`config.mk`:
```
export PLATFORM = sky130hd
export DESIGN_NAME = mux_feed_sched_flat
export DESIGN_NICKNAME = d
export VERILOG_FILES = /design/src/rtl/mux_feed_sched_if.sv /design/src/rtl/mux_feed_sched.sv /design/src/flat_wrapper.sv
export SDC_FILE = /design/constraint.sdc
export NUM_CORES = 1
export LEC_CHECK = 0
export CAP_MARGIN = 5
export CORE_MARGIN = 5
export CORE_UTILIZATION = 42
export CTS_CLUSTER_DIAMETER = 200
export DETAILED_ROUTE_END_ITERATION = 12
export PLACE_DENSITY = 0.8
export SYNTH_ARGS = -nofsm -noshare
export SYNTH_HDL_FRONTEND = slang
export SYNTH_SLANG_ARGS = --single-unit
```
`constraint.sdc`:
```
create_clock -name i_clk -period 1.5 [get_ports i_clk]
set_input_delay 0.3 -clock i_clk [delete_from_list [all_inputs] [get_ports i_clk]]
set_output_delay 0.3 -clock i_clk [all_outputs]
set_load 0.02 [all_outputs]
```
`src/rtl/mux_feed_sched_if.sv`:
```
`default_nettype none
// +--------------------------------------------------------------------+
// | mux_feed_sched_if                                                  |
// | Producer-side and downstream-side signals of the feeder.           |
// | Revision: 1.0                                                      |
// +--------------------------------------------------------------------+
interface mux_feed_sched_if #(
  parameter int DATA_W = 16,
  parameter int CNT_W  = 16
);
  logic [3:0]        i_valid;
  logic [DATA_W-1:0] i_data_0;
  logic [DATA_W-1:0] i_data_1;
  logic [DATA_W-1:0] i_data_2;
  logic [DATA_W-1:0] i_data_3;
  logic [3:0]        o_ready;
  logic [1:0]        o_ctrl;
  logic [DATA_W-1:0] o_data_0;
  logic [DATA_W-1:0] o_data_1;
  logic [DATA_W-1:0] o_data_2;
  logic [DATA_W-1:0] o_data_3;
  logic              o_valid;
  logic              i_ready;
  logic [CNT_W-1:0]  o_xfer_cnt;

  modport slave (
    input  i_valid, i_data_0, i_data_1, i_data_2, i_data_3, i_ready,
    output o_ready, o_ctrl, o_data_0, o_data_1, o_data_2, o_data_3,
           o_valid, o_xfer_cnt
  );

  modport master (
    output i_valid, i_data_0, i_data_1, i_data_2, i_data_3, i_ready,
    input  o_ready, o_ctrl, o_data_0, o_data_1, o_data_2, o_data_3,
           o_valid, o_xfer_cnt
  );
endinterface
`default_nettype wire

```
`src/rtl/mux_feed_sched.sv`:
```
`default_nettype none
// +--------------------------------------------------------------------+
// | mux_feed_sched                                                     |
// | Four single-entry slots, round-robin grant to a 4:1 registered mux.|
// | Revision: 1.0                                                      |
// +--------------------------------------------------------------------+
module mux_feed_sched #(
  parameter int DATA_W = 16,
  parameter int CNT_W  = 16
) (
  input  wire logic       i_clk,
  input  wire logic       i_rst_n,
  mux_feed_sched_if.slave bus
);

  localparam logic [0:0] S_IDLE  = 1'b0;
  localparam logic [0:0] S_GRANT = 1'b1;

  logic [0:0]        r_state;
  logic [3:0]        r_full;
  logic [DATA_W-1:0] r_data [4];
  logic [1:0]        r_ptr;
  logic [1:0]        r_ctrl;
  logic              r_valid;
  logic [CNT_W-1:0]  r_cnt;

  logic [DATA_W-1:0] w_din [4];
  logic [3:0]        w_cap;
  logic [3:0]        w_clr;
  logic              w_done;
  logic              w_any;
  logic [1:0]        w_pick;

  assign w_din[0] = bus.i_data_0;
  assign w_din[1] = bus.i_data_1;
  assign w_din[2] = bus.i_data_2;
  assign w_din[3] = bus.i_data_3;

  // A full slot refuses capture, so capture and release never hit the same slot.
  assign w_cap  = bus.i_valid & ~r_full;
  assign w_done = (r_state == S_GRANT) && bus.i_ready;
  assign w_clr  = w_done ? (4'b0001 << r_ctrl) : 4'b0000;

  always_comb begin
    logic [1:0] idx;
    w_any  = 1'b0;
    w_pick = r_ptr;
    idx    = r_ptr;
    for (int i = 0; i < 4; i++) begin
      idx = r_ptr + 2'(i);
      if (!w_any && r_full[idx]) begin
        w_any  = 1'b1;
        w_pick = idx;
      end
    end
  end

  always_ff @(posedge i_clk or negedge i_rst_n) begin
    if (!i_rst_n) begin
      r_full <= 4'b0000;
      for (int k = 0; k < 4; k++) r_data[k] <= '0;
    end else begin
      r_full <= (r_full & ~w_clr) | w_cap;
      for (int k = 0; k < 4; k++) begin
        if (w_cap[k]) r_data[k] <= w_din[k];
      end
    end
  end

  always_ff @(posedge i_clk or negedge i_rst_n) begin
    if (!i_rst_n) begin
      r_state <= S_IDLE;
      r_ptr   <= 2'd0;
      r_ctrl  <= 2'd0;
      r_valid <= 1'b0;
      r_cnt   <= '0;
    end else begin
      case (r_state)
        S_IDLE: begin
          if (w_any) begin
            r_ctrl  <= w_pick;
            r_valid <= 1'b1;
            r_state <= S_GRANT;
          end
        end
        S_GRANT: begin
          if (bus.i_ready) begin
            r_valid <= 1'b0;
            r_ptr   <= r_ctrl + 2'd1;
            r_cnt   <= r_cnt + 1'b1;
            r_state <= S_IDLE;
          end
        end
        default: r_state <= S_IDLE;
      endcase
    end
  end

  assign bus.o_ready    = ~r_full;
  assign bus.o_ctrl     = r_ctrl;
  assign bus.o_valid    = r_valid;
  assign bus.o_xfer_cnt = r_cnt;
  assign bus.o_data_0   = r_data[0];
  assign bus.o_data_1   = r_data[1];
  assign bus.o_data_2   = r_data[2];
  assign bus.o_data_3   = r_data[3];

endmodule
`default_nettype wire

```
`src/flat_wrapper.sv`:
```
// flat-port wrapper written by rule: the top's interface ports become plain ports
module mux_feed_sched_flat 
#(
  parameter int DATA_W = 16,
  parameter int CNT_W  = 16
)
  (i_clk, i_rst_n, bus_i_valid, bus_i_data_0, bus_i_data_1, bus_i_data_2, bus_i_data_3, bus_i_ready, bus_o_ready, bus_o_ctrl, bus_o_data_0, bus_o_data_1, bus_o_data_2, bus_o_data_3, bus_o_valid, bus_o_xfer_cnt);
  mux_feed_sched_if #(.DATA_W(DATA_W), .CNT_W(CNT_W)) bus_i ();
  input  wire logic i_clk;
  input  wire logic i_rst_n;
  input wire logic [$bits(bus_i.i_valid)-1:0] bus_i_valid;
  input wire logic [$bits(bus_i.i_data_0)-1:0] bus_i_data_0;
  input wire logic [$bits(bus_i.i_data_1)-1:0] bus_i_data_1;
  input wire logic [$bits(bus_i.i_data_2)-1:0] bus_i_data_2;
  input wire logic [$bits(bus_i.i_data_3)-1:0] bus_i_data_3;
  input wire logic [$bits(bus_i.i_ready)-1:0] bus_i_ready;
  output wire logic [$bits(bus_i.o_ready)-1:0] bus_o_ready;
  output wire logic [$bits(bus_i.o_ctrl)-1:0] bus_o_ctrl;
  output wire logic [$bits(bus_i.o_data_0)-1:0] bus_o_data_0;
  output wire logic [$bits(bus_i.o_data_1)-1:0] bus_o_data_1;
  output wire logic [$bits(bus_i.o_data_2)-1:0] bus_o_data_2;
  output wire logic [$bits(bus_i.o_data_3)-1:0] bus_o_data_3;
  output wire logic [$bits(bus_i.o_valid)-1:0] bus_o_valid;
  output wire logic [$bits(bus_i.o_xfer_cnt)-1:0] bus_o_xfer_cnt;
  assign bus_i.i_valid = bus_i_valid;
  assign bus_i.i_data_0 = bus_i_data_0;
  assign bus_i.i_data_1 = bus_i_data_1;
  assign bus_i.i_data_2 = bus_i_data_2;
  assign bus_i.i_data_3 = bus_i_data_3;
  assign bus_i.i_ready = bus_i_ready;
  assign bus_o_ready = bus_i.o_ready;
  assign bus_o_ctrl = bus_i.o_ctrl;
  assign bus_o_data_0 = bus_i.o_data_0;
  assign bus_o_data_1 = bus_i.o_data_1;
  assign bus_o_data_2 = bus_i.o_data_2;
  assign bus_o_data_3 = bus_i.o_data_3;
  assign bus_o_valid = bus_i.o_valid;
  assign bus_o_xfer_cnt = bus_i.o_xfer_cnt;
  mux_feed_sched #(.DATA_W(DATA_W), .CNT_W(CNT_W)) u_core (.i_clk(i_clk), .i_rst_n(i_rst_n), .bus(bus_i));
endmodule
```
==> key figures <==
STA
  • Slew margin rel.: 66.3%
  • Final period utilization: 98.0%
  • Post-Route Setup TNS: 0 ps
  • Final Hold Violating Endpoints: 19
  • Setup violations, final: 0
  • Setup repair after global routing missed its margin: true
  • Post-route minimum period: 1470 ps
  • Worst hold margin: -46.1 ps
  • Slew at the pin with the worst max-slew slack: 506 ps
  • Timing-limited maximum frequency: 680 MHz
  • Final number of max-transition violations: 0
  • Max Clock Skew: 8.26 ps

GRT
  • Overflow after GRT: 0
  • Global router's overall resource usage: 16.5%
  • Wire length of the first global-routing pass: 14700 µm
  • Largest net degree at the start of global routing: 91
  • Vias in the first global route: 2955
  • Antenna violations before repair: 0

Critical path
  • Setup crit end kind: flip-flop
  • Startpoint-to-endpoint class of the critical path: primary input to flip-flop
  • Data arrival, critical path: 1710 ps
  • Largest fanout on the critical path: 3
  • CP max stage cell: clkdlybuf4s50_1
  • RR Startpoint: u_core.bus.o_xfer_cnt[0]
  • Register-to-Register Setup Slack: 60 ps
  • Delay of the slowest critical-path stage: 520 ps
  • Sort of element at the start of the critical path: primary input
  • CP cell instances: clkdlybuf4s50_1, buf_4, nand4_1, nor4_2, nand2_1, xnor2_1
  • Worst EP required: 1740 ps
  • Startpoint of the worst setup timing path: bus_i_ready

Yosys
  • Proportion of synthesized area in mux cells: 19.6%
  • Summed instance area of the synthesized netlist: 0.00368 mm²
  • Simple-Gate Fraction of Synth Area: 8.49%
  • Complex-gate fraction of the synthesized area: 2.92%
  • Number of flops mapped to enable cells by yosys: 0
  • Gate count of the mapped netlist: 258
  • Number of synthesized register bits: 90
  • Fraction of post-synthesis cell area in the top cell type by area: 61.2%
  • Seq/Total Area, Yosys: 61.2%
  • Share of flip-flops with an asynchronous set or reset after synthesis: 100%
  • Number of distinct library cell variants in the gate-level netlist after synthesis: 33
  • Avg Cell Area, Syn: 14.3 µm²
  • Adder-cell share of the synthesized area: 1.70%
  • Xor/xnor share of the synthesized area: 3.57%
  • Syn Nets: 334
  • Top area cells in the synthesized netlist: dfrtp_1 (61%), mux2_1 (17%), xnor2_1 (2.9%)
  • Top_reg_cell synth: dfrtp_1
  • Main combinational cell family by area after synthesis: multiplexers
  • Warning count from the yosys run: 0
  • Cell accounting for the most synthesized area: dfrtp_1

Clock network
  • CTS tree: yes
  • Clk_lat worst skew: 340 ps
  • Maximum count of clock buffers along a single path: 2
  • Register clock-pin slew on the reported worst setup and hold paths: 90 ps
  • Level count of the clock H-tree: 3
  • Clock sink total: 90
  • Number of clock buffers inserted by TritonCTS: 9
  • Clk root buf: clkbuf_8

Route
  • Aggregate routed wire length: 8790 µm
  • DRC violation count after routing: 0
  • Average via count per standard cell: 4.84
  • Violation count after the first detailed-route iteration: 57
  • Detailed Routing Iterations Pass 1: 4
  • Total vias in the final route: 2699
  • Number of nets with antenna violations after routing: 0
  • Routed wire per std cell: 15.8 µm

Floorplan
  • Starting density of the core: 42.6%
  • Number of rows created at floorplan: 34
  • Die Span Y: 104 µm
  • Horiz. Die Dim: 104 µm
  • I/O pin count: 158
  • Die outline area: 0.0107 mm²
  • Core Box Area: 0.00864 mm²

Placed design
  • HPWL after detailed placement: 6670 µm
  • Number of buffers inserted by port buffering: 157
  • Routability congestion estimate from global placement: 0.734
  • Placed cells: 537

Run
  • Number of max-capacitance violations reported: 0

Finish
  • Most frequent cells in the layout: dfrtp_1 (87), dlygate4sd2_1 (81), clkdlybuf4s50_1 (69)
  • Most common library cell in the layout ignoring fill and taps: dfrtp_1
  • Inserted Diodes: 0
  • Share of final-layout standard cells stronger than drive strength 1: 15.6%
  • Number of non-filler instances in the completed layout: 558
  • Layout net count: 521
  • Fill cell count: 686
  • Layout area overhead: 56.3%

Power
  • Power per Cell Area: 1940 mW/mm²
  • Worst supply voltage drop on vdd: 1.18 mV
  • Post-route total power: 0.0111 W
  • Static leakage: 2.66 nW

Run status
  • Failing checks: hold timing
  • Run status: finished with violations

Hold path
  • Hold/Removal Path Class: primary input to asynchronous set/reset pin
## report_power, final
part,switching [W],internal (W),total [W]
clock network,0.000825,0.00120,0.00203
registers,0.000609,0.00349,0.00410
logic,0.00271,0.00230,0.00502
total,0.00415,0.00700,0.0111
## cell type report
class	instances	area, µm²	share of cell area [%]
sequential	90	2260	39.2
tap	108	135	2.35
timing repair buffer	186	1740	30.1
multi-input combinational	150	1350	23.4
clock buffer	12	155	2.70
clock inverter	4	97.6	1.70
inverter	8	30.0	0.522
## repair_timing
item / 4_1_cts / 5_1_grt
gates resized for setup: 93 / 10
setup endpoints to repair: 87 / 8
buffers inserted: 0 / 5
pin swaps: 0 / 5
hold buffers: 0 / 0
hold endpoints to repair: 0 / 0
## synthesized netlist by cell type, types with 2 or more instances
cell      n
mux2_2    7
nor2_1    7
o21ai_0   3
nand2_1  18
xnor2_1  12
and3_1    2
a21oi_1   5
buf_4     2
xor2_1    3
mux2_1   57
inv_1     7
dfrtp_1  90
ha_1      5
nand4_1   3
buf_2     7
nor2b_1   4
nor4_2    2
nor4_4    2
a21o_1    4
nand3_1   5
## through the flow
stage                     worst slack [ps]  area (µm²)  utilization (%)
after floorplan                       50.5        3680                -
after detailed placement              -210        5560             64.4
after global placement                -161        5560             64.4
final                                 30.1        5760             66.7
after CTS                             9.29        5720             66.2
after global routing                 -28.5        5760             66.7
## critical path, delay by kind of cell
| family | cells | cell delay, ps |
|---|---|---|
| buf+inv | 2 | 660 |
| simple gates | 3 | 610 |
| xor+xnor | 1 | 140 |
## registers in the layout (all words and copies together), names as in the netlist
signal                 count
u_core.r_state             1
u_core.bus.o_data_2       16
u_core.r_full              4
u_core.bus.o_ctrl          2
u_core.r_ptr               2
u_core.bus.o_data_0       16
u_core.bus.o_data_1       16
u_core.bus.o_data_3       16
u_core.bus.o_xfer_cnt     16
u_core.bus.o_valid         1
## cells by family after synthesis
| logic type | Yosys count |
|---|---|
| AND/OR/NAND/NOR | 49 |
| buffers and inverters | 18 |
| XOR/XNOR | 15 |
| multiplexers | 64 |
| AO/OA/AOI/OAI | 17 |
| adder cells (fa/ha/maj) | 5 |
| flip-flops | 90 |
## worst paths after layout
check	to	cells past startpoint
worst min-delay path	u_core.bus.o_data_0[8]	2
worst max-delay path	u_core.bus.o_xfer_cnt[12]	6
worst min register to register	u_core.bus.o_xfer_cnt[15]	1
max in group asynchronous	u_core.bus.o_data_1[7]	2
min in group i_clk	u_core.bus.o_xfer_cnt[15]	1
worst max register to register	u_core.bus.o_xfer_cnt[13]	5
## routing by layer
metal / vias to the layer above / GRT usage, % / wire (µm)
met4: 0 / 6.37 / 210
met5: - / 0 / 0
met2: 100 / 27.7 / 4430
li1: 1268 / - / -
met3: 20 / 6.34 / 769
met1: 1311 / 19.0 / 3390
(Power assumes the default switching activity.)
==> RTL change 1: new RTL, same settings <==
`DATA_W` is set to 16 in 3 places; all go to 24.
--- a/src/rtl/mux_feed_sched_if.sv
+++ b/src/rtl/mux_feed_sched_if.sv
@@ -6,5 +6,5 @@
 // +--------------------------------------------------------------------+
 interface mux_feed_sched_if #(
-  parameter int DATA_W = 16,
+  parameter int DATA_W = 24,
   parameter int CNT_W  = 16
 );
--- a/src/rtl/mux_feed_sched.sv
+++ b/src/rtl/mux_feed_sched.sv
@@ -6,5 +6,5 @@
 // +--------------------------------------------------------------------+
 module mux_feed_sched #(
-  parameter int DATA_W = 16,
+  parameter int DATA_W = 24,
   parameter int CNT_W  = 16
 ) (
--- a/src/flat_wrapper.sv
+++ b/src/flat_wrapper.sv
@@ -2,5 +2,5 @@
 module mux_feed_sched_flat 
 #(
-  parameter int DATA_W = 16,
+  parameter int DATA_W = 24,
   parameter int CNT_W  = 16
 )
Interface: changed (8 resized); port bits go from 158 to 222. No check against the original RTL was run, so the function may have changed too.
==> RTL change 1 against the unedited design <==
Total power up 50%; setup slack better by 0.0035 ns; clock power up 98%; sequential cell count up 32; area after synthesis up 31%; non-clock buffer count up 61; combinational power up 40%; first-iteration DRC count up 110%; cell area up 36%; utilization up 2.4 points; wire length up 40%; synthesized cell count up 26%.
==> RTL change 1: results (changes against the unedited design) <==
stage	metric	value	unit	change
outcome	status	completed		was finished with violations
sta	Clock Skew	0.00825	ns	was 0.00826 ns
place	Post-Place Cells	701		was 537
sta	Worst Max-Slew Pin Slew	0.405	ns	was 0.506 ns
finish	FF+latch area	0.00306	mm^2	was 0.00226 mm^2
clocking	root buf cell	clkbuf_16		was clkbuf_8
power	Seq pwr share	33.7	%	was 36.8%
finish	Syn-to-layout area delta	62.3	%	was 56.3%
clocking	CTS buffer count	17		was 9
finish	seq_cells	122		was 90
drt	DR iter-0 viols	119		was 57
place	I/O Buffers	221		was 157
finish	Clock-cell share	7.49	%	was 4.39%
grt	GRT Total Usage	18.4	%	was 16.5%
finish	Signal buffers	247		was 186
logic_synthesis	Synth area leaders	dfrtp_1 (63%), mux2_2 (22%), xnor2_1 (2.2%)		was dfrtp_1 (61%), mux2_1 (17%), xnor2_1 (2.9%)
logic_synthesis	most frequent cells after synthesis	dfrtp_1 (122), mux2_2 (96), nand2_1 (16)		was dfrtp_1 (90), mux2_1 (57), nand2_1 (18)
worst_setup_path	FF-to-FF path depth	4		was 5
clocking	H-tree depth	4		was 3
logic_synthesis	Synth Area in Adders	1.29	%	was 1.70%
worst_setup_path	maximum fanout along the worst path	5		was 3
worst_setup_path	worst path required time	1.79	ns	was 1.74 ns
logic_synthesis	Synth Area in Compound Gates	2.22	%	was 2.92%
grt	vias in the first global route	3977		was 2955
clocking	hold bufs inserted after CTS	1		was 0
worst_setup_path	Slowest-stage cell, CP	nor4_1		was clkdlybuf4s50_1
drt	final WL	12300	um	was 8790 um
finish	fraction of area in multi-input gates	21.5	%	was 23.4%
worst_setup_path	cell family with most CP delay	simple AND/OR/NAND/NOR gates		was buffers and inverters
-- RTL change 1: cell count changes after synthesis, sizes merged --
cell    delta
buf        +3
clkbuf     +1
dfrtp     +32
mux2      +32
nand2      -1
nand3      +2
nand4      -1
nor2       +1
nor3       -1
-- RTL change 1: metal layers --
| metal | vias to the layer above | share of wire, % | GRT usage, % |
|---|---|---|---|
| met3 | 18 | 8.6 | 8.18 |
| met2 | 135 | 53 | 31.7 |
| li1 | 1644 | - | - |
| met1 | 1735 | 37 | 19.9 |
| met5 | - | 0 | 0 |
| met4 | 0 | 1.7 | 6.89 |
-- RTL change 1: final timing paths --
path                                              to  slack, ns
setup reg to reg                u_core.bus.o_ctrl[0]       0.03
max in group asynchronous     u_core.bus.o_data_2[1]       0.60
setup / recovery                u_core.bus.o_ctrl[0]       0.03
hold / removal             u_core.bus.o_xfer_cnt[15]       0.36
min in group i_clk         u_core.bus.o_xfer_cnt[15]       0.48
hold reg to reg            u_core.bus.o_xfer_cnt[15]       0.48
==> RTL change 2: new RTL, same flow settings <==
Made on the original files. Reset style: synchronous (`i_rst_n`), changed in 2 clocked blocks.
--- a/src/rtl/mux_feed_sched.sv
+++ b/src/rtl/mux_feed_sched.sv
@@ -56,5 +56,5 @@
   end
 
-  always_ff @(posedge i_clk or negedge i_rst_n) begin
+  always_ff @(posedge i_clk) begin
     if (!i_rst_n) begin
       r_full <= 4'b0000;
@@ -68,5 +68,5 @@
   end
 
-  always_ff @(posedge i_clk or negedge i_rst_n) begin
+  always_ff @(posedge i_clk) begin
     if (!i_rst_n) begin
       r_state <= S_IDLE;
Check against the original RTL: differs if i_rst_n is asserted again (counterexample within 4 cycles, from zero or initial values and one cycle with i_rst_n low); with i_rst_n held inactive, the same outputs for 10 cycles.
==> RTL change 2 against the unedited design <==
Sequential cell count stayed put; first-iteration DRC count is 40% higher; setup slack better by 0.040 ns; area after synthesis is 1.8% lower; synthesized cell count is 12% higher; cell area is 1.8% lower; wire length is 3.0% higher; final cell count is 4.8% higher; die area is 1.6% lower; largest cell class unchanged.
Power is not compared: it rests on default switching activity, and its combinational part moved more than twofold at a synthesized area within 25%.
==> RTL change 2: results (changes against the unedited design) <==
stage	metric	value	unit	change
outcome	status	completed		was finished with violations
place	Area after DPL	0.00557	mm^2	was 0.00556 mm^2
grt	largest net degree at the start of global routing	18		was 91
drt	DR WL/cell	15.5	um	was 15.8 um
place	Post-Place Cells	567		was 537
drt	Via Count	2799		was 2699
finish	Layout fillers	657		was 686
logic_synthesis	Synth async-reset ratio	0	%	was 100%
finish	Nets	551		was 521
worst_setup_path	maximum fanout along the worst path	5		was 3
logic_synthesis	Net Count, Synth	366		was 334
worst_setup_path	cell family with most CP delay	flip-flops		was buffers and inverters
drt	DR iter-0 viols	80		was 57
worst_setup_path	Worst EP arrival	1.13	ns	was 1.71 ns
logic_synthesis	Synth area leaders	edfxtp_1 (53%), dfxtp_1 (14%), and2_1 (11%)		was dfrtp_1 (61%), mux2_1 (17%), xnor2_1 (2.9%)
logic_synthesis	EDFF count, synth	64		was 0
worst_setup_path	CP max stage delay	0.43	ns	was 0.52 ns
grt	first-pass GRT wire length	13800	um	was 14700 um
logic_synthesis	most frequent cells after synthesis	and2_1 (65), edfxtp_1 (64), dfxtp_1 (26)		was dfrtp_1 (90), mux2_1 (57), nand2_1 (18)
sta	Slew Limit Headroom	79.5	%	was 66.3%
logic_synthesis	Ys Warns	0		unchanged
sta	hold_ws	0.495	ns	was -0.0461 ns
sta	Clock Skew	0.0116	ns	was 0.00826 ns
grt	GRT Total Usage	17.0	%	was 16.5%
worst_setup_path	FF-to-FF path depth	4		was 5
place	dpl hpwl	7100	um	was 6670 um
logic_synthesis	Avg Inst Size Synth	12.5	um^2	was 14.3 um^2
logic_synthesis	register area share after synthesis	67.5	%	was 61.2%
place	Final GP Congestion	0.907		was 0.734
RTL change 2: kinds of logic after synthesis:
logic type	after synthesis	synth area share [%]
simple gates	129	20.0
flops	90	67.5
compound gates	28	4.91
buf+inv	25	2.63
xor+xnor	11	2.66
fa+ha+maj	5	1.73
mux	2	0.554
RTL change 2: per-layer routing:
metal / GRT usage [%] / up-vias / wire, um
met5: 0 / - / 0
met4: 5.28 / 0 / 140
met3: 4.87 / 16 / 830
met2: 30.8 / 116 / 4670
met1: 19.4 / 1293 / 3420
li1: - / 1374 / -
RTL change 2: repair_timing:
action	4_1_cts	5_1_grt
pin swaps	0	1
setup buffers	0	2
setup endpoints to repair	87	7
gates resized for setup	87	11
hold buffers	0	0
RTL change 2: worst reg2reg max path, stage by stage (launching register included):
cell     delay [ns]
dfxtp_4        0.38
nand4_2        0.11
or3_4          0.41
or3_1          0.37
a21oi_2        0.11
RTL change 2: stage by stage:
stage / TNS, ns / worst slack, ns / util [%] / power, W
6_report: 0 / 0.0702 / 68.1 / 0.00546
2_1_floorplan: 0 / 0.00686 / - / 0.00348
4_1_cts: 0 / 0.00865 / 67.9 / 0.00553
3_3_place_gp: -7.72 / -0.182 / 67.1 / 0.00417
5_1_grt: 0 / 0.000412 / 68.1 / 0.00571
3_5_place_dp: -9.86 / -0.229 / 67.1 / 0.00420
RTL change 2: power breakdown:
| group | internal (W) | total, W | leakage (nW) | switching, W |
|---|---|---|---|---|
| logic | 0.000512 | 0.00107 | 1.47 | 0.000559 |
| registers | 0.00286 | 0.00293 | 0.909 | 0.0000661 |
| clock network | 0.000609 | 0.00146 | 0.0818 | 0.000852 |
| total | 0.00398 | 0.00546 | 2.46 | 0.00148 |
RTL change 2: worst max-delay path by stage:
stage | startpoint | end | cells after the start
final | u_core.bus.o_xfer_cnt[13] | bus_o_xfer_cnt[13] | 1
after global routing | u_core.bus.o_xfer_cnt[2] | u_core.bus.o_xfer_cnt[10] | 4
after CTS | u_core.r_full[3] | bus_o_ready[3] | 2
after detailed placement | i_rst_n | u_core.r_data[3][2] | 5
after global placement | bus_i_ready | u_core.bus.o_xfer_cnt[11] | 5
after floorplan | u_core.bus.o_xfer_cnt[10] | u_core.bus.o_xfer_cnt[14] | 4
RTL change 2: area by class of cell:
cell class | count | area, um^2 | share of cell area [%]
repair buffers | 185 | 1730 | 30.5
well taps | 105 | 131 | 2.32
multi-input cells | 175 | 1100 | 19.5
clock inverters | 7 | 53.8 | 0.952
flip-flops and latches | 90 | 2460 | 43.5
inverters | 14 | 52.6 | 0.929
clock buffers | 9 | 124 | 2.19
